File: config.mk
export PLATFORM = sky130hd
export DESIGN_NAME = word_picker_flat
export DESIGN_NICKNAME = d
export VERILOG_FILES = /design/src/rtl/word_picker_pkg.sv /design/src/rtl/word_picker_if.sv /design/src/rtl/word_picker_rom.sv /design/src/rtl/word_picker.sv /design/src/flat_wrapper.sv
export SDC_FILE = /design/constraint.sdc
export NUM_CORES = 1
export LEC_CHECK = 0
export CAP_MARGIN = 20
export CELL_PAD_IN_SITES_DETAIL_PLACEMENT = 1
export CELL_PAD_IN_SITES_GLOBAL_PLACEMENT = 2
export CORE_UTILIZATION = 25
export CTS_BUF_LIST = sky130_fd_sc_hd__clkbuf_4 sky130_fd_sc_hd__clkbuf_8
export DETAILED_ROUTE_END_ITERATION = 7
export PLACE_DENSITY_LB_ADDON = 0.25
export REMOVE_ABC_BUFFERS = 1
export SLEW_MARGIN = 20
export SYNTH_ARGS = -nofsm -noshare
export SYNTH_HDL_FRONTEND = slang
export SYNTH_HIERARCHICAL = 1
export SYNTH_SLANG_ARGS = --single-unit
File: constraint.sdc
create_clock -name clk -period 5.8 [get_ports clk]
set_input_delay 1.74 -clock clk [delete_from_list [all_inputs] [get_ports clk]]
set_output_delay 1.74 -clock clk [all_outputs]
set_load 0.02 [all_outputs]
File: src/rtl/word_picker_pkg.sv
// Shared definitions for the word picker.
//   LETTER_W     bits per letter code (hex-digit style: A=6'h0A ... Z=6'h23)
//   L_A..L_Z     letter code constants
//   state_t      picker FSM states
//   WORD_ROM     eight 4-letter words, first letter in the low field
//   lfsr_taps()  XNOR feedback tap mask for LFSR widths 4..16
package word_picker_pkg;

   localparam int LETTER_W = 6;

   localparam logic [5:0] L_A = 6'h0A, L_B = 6'h0B, L_C = 6'h0C, L_D = 6'h0D,
                          L_E = 6'h0E, L_F = 6'h0F, L_G = 6'h10, L_H = 6'h11,
                          L_I = 6'h12, L_J = 6'h13, L_K = 6'h14, L_L = 6'h15,
                          L_M = 6'h16, L_N = 6'h17, L_O = 6'h18, L_P = 6'h19,
                          L_Q = 6'h1A, L_R = 6'h1B, L_S = 6'h1C, L_T = 6'h1D,
                          L_U = 6'h1E, L_V = 6'h1F, L_W = 6'h20, L_X = 6'h21,
                          L_Y = 6'h22, L_Z = 6'h23;

   typedef enum logic {
      IDLE = 1'b0,
      DRAW = 1'b1
   } state_t;

   // Concatenations are written last-letter-first so the first letter lands
   // in bits [5:0].
   localparam logic [4*LETTER_W-1:0] WORD_ROM [0:7] = '{
      {L_Y, L_A, L_T, L_S},   // STAY
      {L_N, L_R, L_A, L_D},   // DARN
      {L_E, L_F, L_I, L_L},   // LIFE
      {L_D, L_A, L_E, L_H},   // HEAD
      {L_P, L_M, L_U, L_J},   // JUMP
      {L_G, L_O, L_R, L_F},   // FROG
      {L_K, L_L, L_I, L_M},   // MILK
      {L_E, L_V, L_A, L_W}    // WAVE
   };

   // Maximal-length XNOR taps; tap position p maps to mask bit p-1. Every
   // entry has an even tap count, so all-ones is the lock-up state.
   function automatic logic [15:0] lfsr_taps(input int width);
      case (width)
         4:       return 16'h000C;
         5:       return 16'h0014;
         6:       return 16'h0030;
         7:       return 16'h0060;
         8:       return 16'h00B8;
         9:       return 16'h0110;
         10:      return 16'h0240;
         11:      return 16'h0500;
         12:      return 16'h0829;
         13:      return 16'h100D;
         14:      return 16'h2015;
         15:      return 16'h6000;
         16:      return 16'hD008;
         default: return 16'h0000;
      endcase
   endfunction

endpackage

File: src/rtl/word_picker_if.sv
// Controller-side bus of the word picker.
//   seed_load, seed   load a new LFSR seed (any state, single cycle)
//   pick              pick request
//   busy              draw in progress
//   word_valid        word_idx/letters hold a completed pick
//   word_idx, letters selected word index and its letter codes
// Handshake: pick is a request that is taken only on a clock edge where busy
// is low; while busy is high pick is ignored. word_valid is a level, not a
// pulse: it drops on the edge that takes a pick and rises on the edge that
// completes the draw, and word_idx/letters are stable whenever it is high.
interface word_picker_if #(
   parameter int LFSR_W   = 8,
   parameter int IDX_W    = 3,
   parameter int WORD_LEN = 4,
   parameter int LETTER_W = 6
);
   logic                         seed_load;
   logic [LFSR_W-1:0]            seed;
   logic                         pick;
   logic                         busy;
   logic                         word_valid;
   logic [IDX_W-1:0]             word_idx;
   logic [WORD_LEN*LETTER_W-1:0] letters;

   modport master (
      output seed_load, seed, pick,
      input  busy, word_valid, word_idx, letters
   );

   modport slave (
      input  seed_load, seed, pick,
      output busy, word_valid, word_idx, letters
   );
endinterface

File: src/rtl/word_picker_rom.sv
// Combinational word table lookup.
//   idx      word index
//   letters  letter codes of that word; first letter in [LETTER_W-1:0]
// Indices at or above NUM_WORDS (or beyond the 8-word table) return all zeros,
// as do letter positions beyond the 4 stored letters.
module word_picker_rom #(
   parameter int NUM_WORDS = 8,
   parameter int WORD_LEN  = 4,
   parameter int LETTER_W  = word_picker_pkg::LETTER_W,
   parameter int IDX_W     = 3
) (
   input  logic [IDX_W-1:0]             idx,
   output logic [WORD_LEN*LETTER_W-1:0] letters
);
   import word_picker_pkg::*;

   localparam int PKG_W  = word_picker_pkg::LETTER_W;
   localparam int N_WORD = (NUM_WORDS < 8) ? NUM_WORDS : 8;
   localparam int N_LET  = (WORD_LEN < 4) ? WORD_LEN : 4;

   always_comb begin
      letters = '0;
      for (int w = 0; w < N_WORD; w++) begin
         if (int'(idx) == w) begin
            for (int i = 0; i < N_LET; i++) begin
               letters[i*LETTER_W +: LETTER_W] = LETTER_W'(WORD_ROM[w][i*PKG_W +: PKG_W]);
            end
         end
      end
   end

endmodule

File: src/rtl/word_picker.sv
// Random word selector: free-running XNOR LFSR plus a multi-cycle draw FSM.
//   clk, rst   clock; asynchronous active-high reset
//   bus        word_picker_if slave (seed_load/seed/pick in; busy/word_valid/
//              word_idx/letters out)
//   dbg_state  current FSM state
//   dbg_lfsr   current LFSR contents
// A draw takes the low IDX_W LFSR bits each cycle and accepts the first index
// that is in range and (with NO_REPEAT) differs from the previous pick. After
// MAX_TRIES rejected draws it falls back to the index after the previous one.
module word_picker #(
   parameter int LFSR_W    = 8,
   parameter int NUM_WORDS = 8,
   parameter int WORD_LEN  = 4,
   parameter int LETTER_W  = word_picker_pkg::LETTER_W,
   parameter int NO_REPEAT = 1,
   parameter int MAX_TRIES = 16
) (
   input  logic                    clk,
   input  logic                    rst,
   word_picker_if.slave            bus,
   output word_picker_pkg::state_t dbg_state,
   output logic [LFSR_W-1:0]       dbg_lfsr
);
   import word_picker_pkg::*;

   localparam int IDX_W = (NUM_WORDS > 1) ? $clog2(NUM_WORDS) : 1;
   localparam int TRY_W = (MAX_TRIES > 1) ? $clog2(MAX_TRIES) : 1;
   localparam logic [LFSR_W-1:0] TAPS     = LFSR_W'(lfsr_taps(LFSR_W));
   localparam logic [IDX_W-1:0]  LAST_IDX = IDX_W'(NUM_WORDS - 1);
   localparam logic [IDX_W:0]    NW       = (IDX_W+1)'(NUM_WORDS);
   localparam logic [TRY_W-1:0]  TRY_LAST = TRY_W'(MAX_TRIES - 1);

   state_t                       state_q, state_d;
   logic [LFSR_W-1:0]            lfsr;
   logic                         fb;
   logic [TRY_W-1:0]             try_cnt;
   logic                         have_last;
   logic                         word_valid_q;
   logic [IDX_W-1:0]             word_idx_q;
   logic [WORD_LEN*LETTER_W-1:0] letters_q;
   logic [WORD_LEN*LETTER_W-1:0] rom_letters;
   logic [IDX_W-1:0]             cand, pick_idx;
   logic                         cand_ok, start, accept;

   // ---------------- LFSR ----------------
   assign fb = ~^(lfsr & TAPS);

   // A seed load replaces the shift for that cycle; an all-ones seed would
   // lock the XNOR LFSR, so it is mapped to all-zeros.
   always_ff @(posedge clk or posedge rst) begin
      if (rst)                lfsr <= '0;
      else if (bus.seed_load) lfsr <= (&bus.seed) ? '0 : bus.seed;
      else                    lfsr <= {lfsr[LFSR_W-2:0], fb};
   end

   // ---------------- draw FSM ----------------
   assign cand    = lfsr[IDX_W-1:0];
   assign cand_ok = ({1'b0, cand} < NW) &&
                    !((NO_REPEAT != 0) && have_last && (cand == word_idx_q));

   always_ff @(posedge clk or posedge rst) begin
      if (rst) state_q <= IDLE;
      else     state_q <= state_d;
   end

   always_comb begin
      state_d  = state_q;
      start    = 1'b0;
      accept   = 1'b0;
      pick_idx = cand;
      case (state_q)
         IDLE: begin
            if (bus.pick) begin
               state_d = DRAW;
               start   = 1'b1;
            end
         end
         DRAW: begin
            if (cand_ok) begin
               accept  = 1'b1;
               state_d = IDLE;
            end else if (try_cnt == TRY_LAST) begin
               // Out of tries: step to the word after the previous one, which
               // can never repeat it because NUM_WORDS >= 2.
               accept  = 1'b1;
               state_d = IDLE;
               if (!have_last || word_idx_q == LAST_IDX) pick_idx = '0;
               else                                      pick_idx = word_idx_q + IDX_W'(1);
            end
         end
         default: state_d = IDLE;
      endcase
   end

   word_picker_rom #(
      .NUM_WORDS (NUM_WORDS),
      .WORD_LEN  (WORD_LEN),
      .LETTER_W  (LETTER_W),
      .IDX_W     (IDX_W)
   ) u_rom (
      .idx     (pick_idx),
      .letters (rom_letters)
   );

   // ---------------- output registers ----------------
   always_ff @(posedge clk or posedge rst) begin
      if (rst) begin
         word_valid_q <= 1'b0;
         word_idx_q   <= '0;
         letters_q    <= '0;
         have_last    <= 1'b0;
         try_cnt      <= '0;
      end else if (start) begin
         word_valid_q <= 1'b0;
         try_cnt      <= '0;
      end else if (accept) begin
         word_idx_q   <= pick_idx;
         letters_q    <= rom_letters;
         word_valid_q <= 1'b1;
         have_last    <= 1'b1;
      end else if (state_q == DRAW) begin
         try_cnt      <= try_cnt + TRY_W'(1);
      end
   end

   assign bus.busy       = (state_q == DRAW);
   assign bus.word_valid = word_valid_q;
   assign bus.word_idx   = word_idx_q;
   assign bus.letters    = letters_q;
   assign dbg_state      = state_q;
   assign dbg_lfsr       = lfsr;

endmodule
File: src/flat_wrapper.sv
// flat-port wrapper written by rule: the top's interface ports become plain ports
module word_picker_flat import word_picker_pkg::*;
#(
   parameter int LFSR_W    = 8,
   parameter int NUM_WORDS = 8,
   parameter int WORD_LEN  = 4,
   parameter int LETTER_W  = word_picker_pkg::LETTER_W,
   parameter int NO_REPEAT = 1,
   parameter int MAX_TRIES = 16
)
  (clk, rst, dbg_state, dbg_lfsr, bus_seed_load, bus_seed, bus_pick, bus_busy, bus_word_valid, bus_word_idx, bus_letters);
  word_picker_if #(.LFSR_W(LFSR_W), .WORD_LEN(WORD_LEN), .LETTER_W(LETTER_W)) bus_i ();
  input  logic clk;
  input  logic rst;
  output word_picker_pkg::state_t dbg_state;
  output logic [LFSR_W-1:0] dbg_lfsr;
  input wire logic [$bits(bus_i.seed_load)-1:0] bus_seed_load;
  input wire logic [$bits(bus_i.seed)-1:0] bus_seed;
  input wire logic [$bits(bus_i.pick)-1:0] bus_pick;
  output wire logic [$bits(bus_i.busy)-1:0] bus_busy;
  output wire logic [$bits(bus_i.word_valid)-1:0] bus_word_valid;
  output wire logic [$bits(bus_i.word_idx)-1:0] bus_word_idx;
  output wire logic [$bits(bus_i.letters)-1:0] bus_letters;
  assign bus_i.seed_load = bus_seed_load;
  assign bus_i.seed = bus_seed;
  assign bus_i.pick = bus_pick;
  assign bus_busy = bus_i.busy;
  assign bus_word_valid = bus_i.word_valid;
  assign bus_word_idx = bus_i.word_idx;
  assign bus_letters = bus_i.letters;
  word_picker #(.LFSR_W(LFSR_W), .NUM_WORDS(NUM_WORDS), .WORD_LEN(WORD_LEN), .LETTER_W(LETTER_W), .NO_REPEAT(NO_REPEAT), .MAX_TRIES(MAX_TRIES)) u_core (.clk(clk), .rst(rst), .bus(bus_i), .dbg_state(dbg_state), .dbg_lfsr(dbg_lfsr));
endmodule
# Word level (Yosys, flattened, before mapping)
# Index checks and enable logic that the tools add are counted.
classes:
  addsub: 2
  n_eq_ne: 11
  n_mux: 27
  n_bitwise: 2
  n_reduce_logical: 10
ops:
  columns: ["op", "count"]
  rows:
  - ["$mux W24", 8]
  - ["$mux W8", 2]
  - ["$eq A3 B3 Y1 const B", 5]
  - ["$mux W3", 4]
  - ["$mux W4", 3]
  - ["$mux W1", 9]
  - ["$reduce_and A8 Y1", 1]
  - ["$reduce_xnor A8 Y1", 1]
  - ["$eq A3 B2 Y1 const B", 2]
  - ["$add A4 B1 Y4 const B", 1]
  - ["$eq A4 B4 Y1 const B", 1]
  - ["$reduce_and A2 Y1", 2]
  - ["$reduce_bool A2 Y1", 2]
  - ["$add A3 B1 Y3 const B", 1]
  - ["$eq A3 B1 Y1 const B", 1]
  - ["$eq A3 B3 Y1", 1]
  - ["$logic_not A3 Y1", 1]
  - ["$ne A2 B1 Y1 const B", 1]
  - ["$not A1 Y1", 2]
  - ["$pmux W1 S2", 1]
  - ["$logic_and A1 B1 Y1", 1]
  - ["$logic_not A1 Y1", 1]
  - ["$logic_or A1 B1 Y1", 1]
totals:
  regBits: 42
  wordCells: 59

# Logic depth before layout (Yosys ltp)
depth:
  word_depth: 15
  mapped_depth: 8
  ltp_nobuf: 8

# By module
# The synthesis kept the hierarchy.
by_module_without_submodules:
  columns: ["mod", "instances", "cells_per_inst", "area_per_inst_um2"]
  rows:
  - ["word_picker", 1, 150, 1949.4]
  - ["word_picker_rom", 1, 35, 211.5]

# Worst setup path after synthesis
# Ideal clock, no wire load.
synth_timing:
  kind: "register to output"
  startpoint: "register u_core.state_q, in the netlist u_core/bus.busy"
  endpoint: "output dbg_state"
  t_arrival_ns: 0.758
  required_ns: 4.060
  path_slack_ns: 3.302
  path_stages_with_launch: 2
  path_buffers: 1
  cell_sequence: "dfrtp_1 > buf_4"
synth_lines:
  columns: ["item", "line_no", "source"]
  rows:
  - ["from (decl)", "word_picker.sv:33", "state_t state_q, state_d;"]
  - ["from (signal assigned)", "word_picker.sv:63", "else state_q <= state_d;"]
  - ["to (decl)", "flat_wrapper.sv:15", "output word_picker_pkg::state_t dbg_state;"]
# No word-level cell between the ends.

# Worst setup path after layout
layout_timing:
  startpoint: "register u_core.state_q, in the netlist u_core/bus.busy"
  endpoint: "output bus_busy"
layout_lines:
  columns: ["item", "line_no", "source"]
  rows:
  - ["to (decl)", "flat_wrapper.sv:20", "output wire logic [$bits(bus_i.busy)-1:0] bus_busy;"]
# No word-level cell between the ends.

==> summary.md <==
| Metric | Value |
|---|---|
| Status | finished, final reports clean |
| First-pass GRT wire length | 8.31 mm |
| CP top delay family | buffers and inverters |
| Grt ovf | 0 |
| Post-synthesis mux area share | around a fifth |
| FMAX | about 0.31 GHz |
| Synth warn | 6 |
| RSZ-0062 raised after global routing | false |
| Cell area after synthesis | about 2200 um2 |
| # fillers | 932 |
| EDFF count, synth | 0 |
| Area growth, synth to finish | 31.4% |
| Fin crit period | about 3200 ps |
| Initial Util | 26.0% |
| Unique cell type count in the Yosys netlist | 44 |
| Layout cell share with drive strength beyond 1 | between 20% and 30% |
| Adder-Cell Fraction of Synth Area | ~2.2% |
| Metal3 WL | approximately 210 um |
| Largest family of logic cells by synthesized area | multiplexers |
| Slew margin rel. | 59.9% |
| CP max-delay cell | clkdlybuf4s50_1 |
| Synth Flop Type | dfrtp_1 |
| Core ar. | about 8300 um2 |
| Cell taking the most area after synthesis | dfrtp_1 |
| Die Y | roughly 95 um |
| Crit Path Max Fanout | 8 |
| Post-Route Setup TNS | 0 ps |
| Port Buffer Count | 49 |
| CP max stage delay | roughly 660 ps |
| Final period utilization | between 50% and 60% |
| Clk sinks | 42 |
| Synthesized-area fraction occupied by and/or/nand/nor cells | around a tenth |
| Least-Margin Pin Slew | 599 ps |
| DR vias | around 1,500 |
| Die ar. | 9020 um2 |
| Residual DRC | 0 |
| Final Hold Viols | 0 |
| DR iter-0 viols | 17 |
| Final Skew | 7.68 ps |
| Synthesized flop and latch total | 42 |
| Type of origin of the critical path | flip-flop |
| Die width | approximately 95 um |
| Post-CTS Setup Inserts | 0 |
| Endpoints failing setup | 0 |
| Area contributors post-synth | dfrtp_1 (49%), mux2_4 (11%), mux2_2 (6.3%) |
| Number of instances in the placed design | between 300 and 400 |
| Leak | around 0.0012 uW |
| Crit path kind | reg2out |
| Routability cong. | between 0.7 and 0.8 |
| Top-count cell post-synth | dfrtp_1 |
| Setup crit end kind | output pin |
| Antenna Nets Post-Route | 0 |
| Mapped Cells | between 150 and 200 |
| Fin nets | ~250 |
| Sequential share of the synthesized area | 48.6% |
| Max Slew Vio Count | 0 |
| Worst path bufs/invs | 1 |
| Fraction of synthesized cell area in xor and xnor cells | 3.65% |
| Ant. Diodes | 0 |
| Clk buf depth | 2 |
| Top routing layer in use | met4 |
| Met1 WL | ~2.3 mm |
| CP Data Arrival Time | around 1500 ps |
| All-Layer GR Usage | 12.1% |
| Met2 wire length | 2.32 mm |
| Synth top area share | between 40% and 50% |
| Root Buffer | clkbuf_8 |
| Max H-tree Level | 2 |
| Compound-Gate Fraction of Synth Area | 8.98% |
| Vias in the first global route | between 1,500 and 2,000 |
| Avg Inst Size Synth | approximately 12 um2 |
| Wire length per cell | 14.3 um |
| DR pass1 iterations | 3 |
| CP required | 4060 ps |
| Post-Route WL | between 4 and 5 mm |
| Fin cells | around 340 |
| CTS Hold Buffers Added | 0 |
| Max_cap viols | 0 |
| Pin count of the biggest net entering global routing | 43 |
| DP Wirelength | ~3.5 mm |
| CTS tree | built |
| Cts bufs inserted | 5 |
| Pwr/cell area | ~490 nW/um2 |
| Most frequent cells after synthesis | dfrtp_1 (42), inv_1 (18), mux2_4 (16) |
| Clk slew on worst S/H paths | roughly 80 ps |
| CP Cell Sequence | clkdlybuf4s50_1 |
| Worst vdd rail ir drop | around 0.00015 V |
| # IOs | 50 |
| Antenna violations before repair | 0 |
| FFs w/ async S/R, synth | 100% |
| Hold WC Path Type | reg2reg |
| Clk_lat worst skew | 290 ps |
| Cell row count | 33 |
| Routed vias/inst | 4.48 |
| PostCTS Resize Cnt | 0 |
[final timing paths]
| check | start | endpoint | slack, ps | cells after the start |
|---|---|---|---|---|
| worst max-delay path | u_core/bus.busy$_DFF_PP0_ | bus_busy | 2590 | 1 |
| worst min-delay path | u_core/bus.letters[15]$_DFFE_PP0P_ | u_core/bus.letters[15]$_DFFE_PP0P_ | 510 | 1 |
| worst max register to register | u_core/bus.word_idx[0]$_DFFE_PP0P_ | u_core/bus.letters[6]$_DFFE_PP0P_ | 3100 | 8 |
| worst min register to register | u_core/bus.letters[15]$_DFFE_PP0P_ | u_core/bus.letters[15]$_DFFE_PP0P_ | 510 | 1 |
| max in group asynchronous | rst | u_core/bus.word_valid$_DFFE_PP0P_ | 3520 | 3 |
| min in group asynchronous | rst | u_core/dbg_lfsr[7]$_DFF_PP0_ | 1890 | 3 |
[state kept, by name (all words and copies together) (netlist names)]
register,flops
u_core/bus.busy,1
u_core/bus.letters,24
u_core/bus.word_idx,3
u_core/bus.word_valid,1
u_core/dbg_lfsr,8
u_core/have_last,1
u_core/try_cnt,4
[power by group]
group | internal (uW) | switching (uW) | total, uW
Sequential | 397 | 77.5 | 475
Clock | 101 | 100 | 201
Combinational | 396 | 332 | 728
[logic make-up (layout without fill, tap and decap cells)]
logic type,after synthesis,after routing
compound gates,29,29
xor+xnor,9,9
fa+ha+maj,4,4
buf+inv,28,79
flops,42,42
mux,31,31
other cells,1,2
simple gates,41,41
[metal layers]
metal | global-route usage [%] | vias to the layer above
met5 | 0 | -
met4 | 3.41 | 0
met3 | 3.14 | 8
met2 | 19.3 | 35
met1 | 16.1 | 759
li1 | - | 730
[area by class of cell]
cell class | count | area, um2 | share of cell area (%)
Clock inverter | 1 | 5.00 | 0.176
Multi-Input combinational cell | 116 | 961 | 33.8
Tap cell | 105 | 131 | 4.63
Clock buffer | 7 | 90.1 | 3.17
Sequential cell | 42 | 1050 | 37.0
Inverter | 20 | 75.1 | 2.64
Timing Repair Buffer | 51 | 526 | 18.5
[layout by cell type, fill, tap and decap left out, types with 3 or more instances in the layout]
cell             Yosys  final
clkdlybuf4s50_1      0     49
dfrtp_1             42     42
inv_1               18     17
mux2_4              16     16
nand2_1             13     13
mux2_2              12     12
o21ai_0             12     12
xnor2_1              8      8
clkbuf_8             0      6
nor2_1               5      5
a21oi_1              4      4
nand3_1              3      3
nor3_1               3      3
mux2i_1              3      3
ha_1                 3      3
nand2b_1             3      3
[stage by stage]
| stage | setup WS (ps) | total power [uW] | hold slack [ps] | area, um2 | utilization [%] |
|---|---|---|---|---|---|
| floorplan | 3090 | 911 | 492 | 2090 | - |
| global placement | 2820 | 1190 | 493 | 2720 | 32.7 |
| detailed placement | 2790 | 1210 | 495 | 2720 | 32.7 |
| CTS | 2570 | 1420 | 518 | 2810 | 33.9 |
| global route | 2500 | 1510 | 533 | 2840 | 34.2 |
| finish | 2590 | 1400 | 511 | 2840 | 34.2 |
Power figures use the tool's default switching activity.
